## src/rtl/sdft_pkg.sv

```systemverilog
// Shared widths, complex bin type and elaboration-time helpers for the sliding DFT.
// Latency: n/a (types and constant functions only).
// Backpressure: n/a.
package sdft_pkg;

  localparam int DATA_WIDTH    = 8;
  localparam int FREQ_BINS     = 16;
  localparam int TWIDDLE_WIDTH = 8;
  localparam int BIN_WIDTH     = 16;
  localparam int OUT_WIDTH     = 16;
  localparam int TW_SHIFT      = TWIDDLE_WIDTH - 2;

  // One complex bin at the default bin width.
  typedef struct packed {
    logic signed [BIN_WIDTH-1:0] re;
    logic signed [BIN_WIDTH-1:0] im;
  } cplx_t;

  // Fixed-point angle scale used while building the twiddle table.
  localparam longint ANGLE_ONE   = 64'sd1 << 30;
  localparam longint PI_HALF_Q30 = 64'sd1686629713;

  // Smallest r with 2^r >= v; sizes the circular-buffer pointer.
  function automatic int sdft_clog2(input int v);
    int r;
    r = 0;
    while ((1 << r) < v) r = r + 1;
    return r;
  endfunction

  // round(2^shift * cos/sin(2*pi*k/n)) using integer Taylor series on the
  // first quadrant and symmetry for the rest, so quadrant points are exact.
  function automatic int sdft_twiddle(input int k, input int n, input int shift,
                                      input bit want_sin);
    int     q;
    int     r;
    longint x;
    longint term;
    longint c;
    longint s;
    longint v;
    longint m;
    q    = (4 * k) / n;
    r    = 4 * k - q * n;
    x    = (PI_HALF_Q30 * longint'(r)) / longint'(n);
    term = ANGLE_ONE;
    c    = 64'sd0;
    s    = 64'sd0;
    for (int i = 0; i < 24; i++) begin
      case (i % 4)
        0:       c = c + term;
        1:       s = s + term;
        2:       c = c - term;
        default: s = s - term;
      endcase
      term = (term * x) / ANGLE_ONE / longint'(i + 1);
    end
    case (q)
      0:       v = want_sin ? s  : c;
      1:       v = want_sin ? c  : -s;
      2:       v = want_sin ? -s : -c;
      default: v = want_sin ? -c : s;
    endcase
    m = (v < 64'sd0) ? -v : v;
    m = ((m << shift) + (ANGLE_ONE >>> 1)) >>> 30;
    return (v < 64'sd0) ? -int'(m) : int'(m);
  endfunction

endpackage

```

## src/rtl/sdft_twiddle_rom.sv

```systemverilog
// Read-only table of W_k = e^(+j*2*pi*k/N) in Q2.(twiddle_width-2), all N entries in parallel.
// Latency: combinational, constant after elaboration.
// Backpressure: none.
module sdft_twiddle_rom
  import sdft_pkg::*;
#(
  parameter int n             = FREQ_BINS,
  parameter int twiddle_width = TWIDDLE_WIDTH
) (
  output logic signed [twiddle_width-1:0] twr [n],
  output logic signed [twiddle_width-1:0] twi [n]
);

  for (genvar k = 0; k < n; k++) begin : g_entry
    localparam int RE_VAL = sdft_twiddle(k, n, twiddle_width - 2, 1'b0);
    localparam int IM_VAL = sdft_twiddle(k, n, twiddle_width - 2, 1'b1);
    assign twr[k] = twiddle_width'(RE_VAL);
    assign twi[k] = twiddle_width'(IM_VAL);
  end

endmodule

```

## src/rtl/sliding_dft.sv

```systemverilog
// Streaming sliding DFT: one sample per clk, all N complex bins updated every edge; bins 0/1 on freqs_0/freqs_1.
// Latency: sample before edge t is visible on bins and freqs_* right after edge t (outputs combinational).
// Backpressure: none, a sample is consumed every edge. SDFT_MAG_EN selects L1 magnitude outputs instead of raw real parts.
module sliding_dft
  import sdft_pkg::*;
#(
  parameter int data_width    = DATA_WIDTH,
  parameter int freq_bins     = FREQ_BINS,
  parameter int twiddle_width = TWIDDLE_WIDTH,
  parameter int bin_width     = BIN_WIDTH
) (
  input  logic                  clk,
  input  logic                  reset,
  input  logic [data_width-1:0] sample,
  output logic [OUT_WIDTH-1:0]  freqs_0,
  output logic [OUT_WIDTH-1:0]  freqs_1
);

  localparam int PTR_W = sdft_clog2(freq_bins);
  localparam int SHIFT = twiddle_width - 2;
  localparam int PW    = bin_width + twiddle_width + 2;

  logic signed [data_width-1:0]    samples             [freq_bins];
  logic        [PTR_W-1:0]         ptr;
  logic signed [bin_width-1:0]     frequency_bins_real [freq_bins];
  logic signed [bin_width-1:0]     frequency_bins_imag [freq_bins];
  logic signed [bin_width-1:0]     next_real           [freq_bins];
  logic signed [bin_width-1:0]     next_imag           [freq_bins];
  logic signed [twiddle_width-1:0] twiddle_rom_real    [freq_bins];
  logic signed [twiddle_width-1:0] twiddle_rom_imag    [freq_bins];
  logic signed [data_width:0]      delta;

  sdft_twiddle_rom #(
    .n             (freq_bins),
    .twiddle_width (twiddle_width)
  ) u_twiddle_rom (
    .twr (twiddle_rom_real),
    .twi (twiddle_rom_imag)
  );

  // New sample enters, the one from N cycles ago leaves; both feed every bin.
  assign delta = (data_width+1)'($signed(sample)) - (data_width+1)'(samples[ptr]);

  // Circular history buffer: overwrite the oldest slot, pointer wraps mod N.
  always_ff @(posedge clk or negedge reset) begin
    if (!reset) begin
      for (int i = 0; i < freq_bins; i++) samples[i] <= '0;
      ptr <= '0;
    end else begin
      samples[ptr] <= $signed(sample);
      ptr          <= ptr + PTR_W'(1);
    end
  end

  // One complex multiply-update lane per bin: X_k <= (X_k + delta) * W_k.
  for (genvar k = 0; k < freq_bins; k++) begin : g_lane
    logic signed [bin_width:0] a;
    logic signed [bin_width:0] b;
    logic signed [PW-1:0]      prod_re;
    logic signed [PW-1:0]      prod_im;

    assign a = (bin_width+1)'(frequency_bins_real[k]) + (bin_width+1)'(delta);
    assign b = (bin_width+1)'(frequency_bins_imag[k]);

    assign prod_re = PW'(a) * PW'(twiddle_rom_real[k]) - PW'(b) * PW'(twiddle_rom_imag[k]);
    assign prod_im = PW'(a) * PW'(twiddle_rom_imag[k]) + PW'(b) * PW'(twiddle_rom_real[k]);

    // Floor shift back to bin scale, then wrap; no saturation so bin 0 stays an exact sum.
    assign next_real[k] = bin_width'(prod_re >>> SHIFT);
    assign next_imag[k] = bin_width'(prod_im >>> SHIFT);
  end

  // Bin registers, all lanes committed together.
  always_ff @(posedge clk or negedge reset) begin
    if (!reset) begin
      for (int i = 0; i < freq_bins; i++) begin
        frequency_bins_real[i] <= '0;
        frequency_bins_imag[i] <= '0;
      end
    end else begin
      for (int i = 0; i < freq_bins; i++) begin
        frequency_bins_real[i] <= next_real[i];
        frequency_bins_imag[i] <= next_imag[i];
      end
    end
  end

`ifdef SDFT_MAG_EN
  localparam int SW = bin_width + 2;

  // |re| + |im|, unsigned, clamped to the all-ones output code.
  function automatic logic [OUT_WIDTH-1:0] l1_mag(input logic signed [bin_width-1:0] re,
                                                  input logic signed [bin_width-1:0] im);
    logic signed [bin_width:0] re_x;
    logic signed [bin_width:0] im_x;
    logic        [bin_width:0] ar;
    logic        [bin_width:0] ai;
    logic        [SW-1:0]      sum;
    re_x = (bin_width+1)'(re);
    im_x = (bin_width+1)'(im);
    ar   = $unsigned((re_x < 0) ? -re_x : re_x);
    ai   = $unsigned((im_x < 0) ? -im_x : im_x);
    sum  = SW'(ar) + SW'(ai);
    if (sum > SW'({OUT_WIDTH{1'b1}})) return {OUT_WIDTH{1'b1}};
    return OUT_WIDTH'(sum);
  endfunction

  // Magnitude view of bins 0 and 1.
  always_comb begin
    freqs_0 = l1_mag(frequency_bins_real[0], frequency_bins_imag[0]);
    freqs_1 = l1_mag(frequency_bins_real[1], frequency_bins_imag[1]);
  end
`else
  // Raw signed real parts of bins 0 and 1.
  always_comb begin
    freqs_0 = OUT_WIDTH'(frequency_bins_real[0]);
    freqs_1 = OUT_WIDTH'(frequency_bins_real[1]);
  end
`endif

endmodule

```

## config.mk

```make
export PLATFORM = sky130hd
export DESIGN_NAME = sliding_dft
export DESIGN_NICKNAME = d
export VERILOG_FILES = /design/src/rtl/sdft_pkg.sv /design/src/rtl/sdft_twiddle_rom.sv /design/src/rtl/sliding_dft.sv
export SDC_FILE = /design/constraint.sdc
export NUM_CORES = 1
export LEC_CHECK = 0
export BUFFER_PORTS_ARGS = -buffer_cell sky130_fd_sc_hd__buf_2
export CAP_MARGIN = 20
export CORE_ASPECT_RATIO = 2
export CORE_UTILIZATION = 65
export DETAILED_ROUTE_END_ITERATION = 10
export PLACE_DENSITY = 0.83
export SLEW_MARGIN = 10
export SYNTH_ARGS = -nofsm -noshare
export SYNTH_HDL_FRONTEND = slang
export SYNTH_SLANG_ARGS = --single-unit
```

## constraint.sdc

```tcl
create_clock -name clk -period 13.5 [get_ports clk]
set_clock_uncertainty 0.1 [all_clocks]
set_input_delay 2.7 -clock clk [delete_from_list [all_inputs] [get_ports clk]]
set_output_delay 2.7 -clock clk [all_outputs]
set_load 0.01 [all_outputs]
```

After elaboration in Yosys (flattened, before gate mapping). Cells that the tools add are included.

Bits in registers: 180. Input bits: 10. Output and inout port bits: 32. Word-level logic and storage cells: 40.

Add/sub/neg operators: 6. Multiply operators: 4. $lt $le $gt $ge: 2. Muxes and demuxes: 6. Bitwise operators: 1. Reductions and logical operators: 1.

Operators with widths (count): 128-bit bitwise mux (1); 8-bit binary-select mux with 4-bit select (1); 8-bit demux with 4-bit select (1); 8-bit 2-to-1 mux (3); 22-bit adder (1); 16-bit by 7-bit multiplier with 22-bit output (second input constant) (1); 17-bit by 7-bit multiplier with 22-bit output (second input constant) (1); 22-bit subtractor (1); 16-bit by 3-bit multiplier with 19-bit output (second input constant) (1); 17-bit by 3-bit multiplier with 19-bit output (second input constant) (1); 16-bit by 9-bit adder with 17-bit output (1); 16-bit by 9-bit adder with 16-bit output (1); 8-bit by 8-bit subtractor with 9-bit output (1); 5-bit >= comparator (second input constant) (1); 5-bit by 1-bit < comparator with 1-bit output (second input constant) (1); 4-bit inverter with 5-bit output (1); 4-bit by 1-bit adder with 4-bit output (second input constant) (1); 1-bit logical AND (1).

Logic depth before layout (Yosys ltp).
Word-level depth: 8. Mapped depth: 43. Gate-level depth less buffers: 42.

Modules after synthesis. Synthesis repeated with hierarchy kept, for this count alone.

Cell total of the unflattened synthesis: 4676. Area, all modules: 45198.3 um^2.

By module, submodules not included: sliding_dft (times used 1, cells each 4418, area each 43269.0 um^2, seq. area each 4904.7 um^2); sdft_twiddle_rom (times used 1, cells each 258, area each 1929.4 um^2, seq. area each 0.0 um^2).

Least setup slack after synthesis. Ideal clock, no wire load.

Kind: in2reg. Start point: input port sample[0]. End point: register frequency_bins_imag[239] (netlist bit). Setup time: 0.127 ns. Arrival time: 11.144 ns. Data required time: 13.273 ns. Path slack: 2.129 ns. Cell stages on the path: 36. Buffers on the path: 2. Cells stage by stage: inv_1 clkbuf_1 ha_1 fa_1 o21ai_0 a31oi_1 o211ai_1 o21ai_0 ha_1 clkbuf_1 nand2_1 a21oi_1 a221oi_4 xnor2_1 xnor2_1 inv_1 ha_1 o21a_1 nor2_1 a21oi_1 a21oi_1 o22ai_1 xnor2_1 fa_1 inv_1 fa_1 fa_1 inv_1 ha_1 or3_1 o221a_2 a31oi_2 o21ai_1 or4b_1 o311ai_1 nor3_2.

Longest elaborated chain between the ends: 4.

RTL lines: from (decl) (RTL line sliding_dft.sv:14) `input logic [data_width-1:0] sample,`; 8-bit by 8-bit subtractor with 9-bit output (RTL line sliding_dft.sv:42) `assign delta = (data_width+1)'($signed(sample)) - (data_width+1)'(samples[ptr]);`; 16-bit by 9-bit adder with 17-bit output (RTL line sliding_dft.sv:62) `assign a = (bin_width+1)'(frequency_bins_real[k]) + (bin_width+1)'(delta);`; 17-bit by 3-bit multiplier with 19-bit output (RTL line sliding_dft.sv:66) `assign prod_im = PW'(a) * PW'(twiddle_rom_imag[k]) + PW'(b) * PW'(twiddle_rom_real[k]);`; 22-bit adder (RTL line sliding_dft.sv:66); net g_lane[1].prod_im[21] (RTL line sliding_dft.sv:60) `logic signed [PW-1:0] prod_im;`; to (signal, indexed assignment) (RTL line sliding_dft.sv:83) `frequency_bins_imag[i] <= next_imag[i];`; to (decl) (RTL line sliding_dft.sv:26) `logic signed [bin_width-1:0] frequency_bins_imag [freq_bins];`.

The timed path passes the listed nets, and every way through them passes these cells.

Worst setup path in the final report. Ends and elaborated chain as after synthesis.

==> flow_summary.ini <==
[floorplanning]
overall_die_width_um = 112
coreArea_sq_um = 23800
dieArea_sq_um = 25000
chipHeight_um = 223
initial_core_util_pct = 66.3
pin_count = 42
placementRows = 80

[drt]
antenna_left = 0
detailedRoute.firstIterationViolations = 391
wirelength_um = 35200
post_drt_wl_per_cell_um = 19.9
vias = 10700
drc = 1
firstDrtPassIters = 8
vias_per_cell = 6.02

[global_route]
antenna_found_initial = 0
gr-usage-all-layers_pct = 30.3
grt_pass1_vias = 11900
grt_start_max_net_pins = 96
grt_first_pass_wirelength_um = 57600
globalRouteOverflowTotal = 0

[yosys]
synth.cell_area_sq_um = 15800
synth_ff_type = sky130_fd_sc_hd__dfrtp_1
synth_fp_nets = 1754
synth_seq_area_share_pct = 28.5
ys_ff_latch = 180
synth_top_cell_area_share_pct = 28.5
synthCells = 1434
number_of_enable_flip_flop_cells_after_synthesis = 0
synthArstFlopShare_pct = 100
count_of_warnings_emitted_by_yosys = 0
synth.top_cells.by_count = sky130_fd_sc_hd__inv_1, sky130_fd_sc_hd__ha_1, sky130_fd_sc_hd__dfrtp_1
synth_most_common_cell = sky130_fd_sc_hd__inv_1
synth_cell_type_count = 70
top_area_cells_in_the_synthesized_netlist = sky130_fd_sc_hd__dfrtp_1, sky130_fd_sc_hd__fa_1, sky130_fd_sc_hd__ha_1
post_synth.cell_area_avg_sq_um = 11.0
synth_largest_area_cell = sky130_fd_sc_hd__dfrtp_1

[clocking]
worstSkewPairLatency_ns = 0.46
ctsRootBufferMaster = sky130_fd_sc_hd__clkbuf_16
clock_tree_buf_depth = 2
path_clk_slew_ns = 0.07
cts_buffers = 17
cts_repair_resize_count = 0
cts_htree_levels = 4
number_of_clock_sinks = 180
cts_setup_buffers = 0
hold_buffer_count_at_cts = 0
tritoncts = yes

[timing]
min_period_ns = 11.49
timing.final.ws_setup_ns = 2.01
slew_headroom_pct = 32.6
hold_fails_final_rpt = 0
min_period_over_period_pct = 85.1
max_slew.worst_pin.slew_ns = 1.01
maxSlewViolCount = 0
totalNegativeSetupSlack_ns = 0
finalSetupViolations = 0
fmax_ghz = 0.0870
grt_setup_unrepaired = no

[outcome]
violations_in_the_final_reports = DRC
outcome = complete, but fails checks

[critical_path]
critical_path_class = primary input to register
crit-reg2reg-launch = ptr[0]$_DFF_PN0_
timing.reg2reg.worst_path_depth = 37
worst_setup_path_startpoint = sample[0]
timing.critical_path.mode_cell = sky130_fd_sc_hd__ha_1
crit_path_max_fanout = 17
crit_required_ns = 13.74
reg2reg_to = frequency_bins_imag[239]$_DFF_PN0_
worstSetupEndpointType = register
worst_path_dominant_cell_family = adder cells
timing.critical_path.slowest_stage_cell = sky130_fd_sc_hd__fa_1
path_buf_inv = 3
worst_ep_arrival_ns = 11.73
r2r_slack_ns = 2.28
crit_path_end = frequency_bins_imag[239]$_DFF_PN0_
timing.critical_path.from_type = primary input
timing.critical_path.depth = 36
cp_slowest_stage_delay_ns = 0.54

[layout]
final-instance-count-excl-fill = 1770
design.final.nets = 1790
antenna-diode-count = 0
areaGrowthSynthToFinish_pct = 7.09
post_route_cells_drive_above_1_share_pct = 16.9

[job]
max_cap_viols = 0

[placement]
total_placed_cells_including_tap_cells = 1737
placement.io_buffers = 41
place.gp.congestion = 0.876
place_ws_ns = 1.72
post-dp-hpwl_um = 27600

[worst_hold_path]
hold_class = register to register
-- worst min-delay path by stage --
stage / cells past startpoint / endpoint / start
after floorplan: 2 / samples[40]$_DFFE_PN0P_ / samples[40]$_DFFE_PN0P_
after global placement: 2 / samples[16]$_DFFE_PN0P_ / samples[16]$_DFFE_PN0P_
after detailed placement: 2 / samples[24]$_DFFE_PN0P_ / samples[24]$_DFFE_PN0P_
after CTS: 2 / samples[24]$_DFFE_PN0P_ / samples[24]$_DFFE_PN0P_
after global routing: 2 / samples[65]$_DFFE_PN0P_ / samples[65]$_DFFE_PN0P_
final: 2 / samples[81]$_DFFE_PN0P_ / samples[81]$_DFFE_PN0P_
-- cell usage in the layout, fill, tap and decap left out, types with 40 or more instances in the layout --
cell type                 count
sky130_fd_sc_hd__inv_1      245
sky130_fd_sc_hd__buf_2       40
sky130_fd_sc_hd__ha_1       187
sky130_fd_sc_hd__dfrtp_1    179
sky130_fd_sc_hd__mux4_2      40
sky130_fd_sc_hd__o21ai_0     46
sky130_fd_sc_hd__nor2_1      52
sky130_fd_sc_hd__xnor2_1     70
sky130_fd_sc_hd__fa_1       123
sky130_fd_sc_hd__nand2_1     71
sky130_fd_sc_hd__a21oi_1     54
sky130_fd_sc_hd__mux2_2     104
-- kinds of logic (layout without fill, tap and decap cells) --
kind of cell / Yosys count / count (layout) / share of synthesized area, %
compound gates: 197 / 197 / 8.52
simple gates: 227 / 227 / 6.96
fa+ha+maj: 310 / 310 / 30.4
xor+xnor: 101 / 101 / 5.95
buf+inv: 274 / 323 / 6.51
flops: 180 / 180 / 28.5
mux: 145 / 145 / 13.2
-- sequential cells by signal, indices dropped and copies added, names as in the netlist --
signal               cells
freqs_1                 16
frequency_bins_imag     16
samples                128
ptr                      4
freqs_0                 16
-- worst reg2reg max path, delay by kind of cell (launching register included) --
family | cells | cell delay, ns
DFF | 1 | 0.89
and+or+nand+nor | 7 | 1.82
xor gates and xnor gates | 1 | 0.19
AOI/OAI and AO/OA | 16 | 3.16
muxes | 2 | 1.04
buffers and inverters | 2 | 0.45
adders and majority gates | 9 | 3.44
-- final cells by class --
| type | count | area (sq um) |
|---|---|---|
| Multi-Input combinational cell | 980 | 10300 |
| Inverter | 245 | 920 |
| Fill cell | 1652 | 6900 |
| Timing Repair Buffer | 46 | 269 |
| Sequential cell | 180 | 4510 |
| Clock buffer | 21 | 450 |
| Clock inverter | 11 | 146 |
| Tap cell | 287 | 359 |
-- routing by layer --
layer	wire length [um]	share of wire [%]	GRT usage, %
met4	2350	6.7	21.1
met2	20300	58	57.8
met3	949	2.7	4.28
met1	11600	33	29.2
met5	0	0	0
-- through the flow --
stage	instance area, sq um	util (%)	hold WS (ns)
2_1_floorplan	15800	-	0.345
3_3_place_gp	16300	68.4	0.357
3_5_place_dp	16300	68.4	0.371
4_1_cts	16900	70.9	0.386
5_1_grt	16900	71.0	0.404
6_report	16900	71.0	0.384
Power is left out: the tool's default activity adds up to more than one toggle a clock period on the data nets, which glitch-free logic cannot reach.
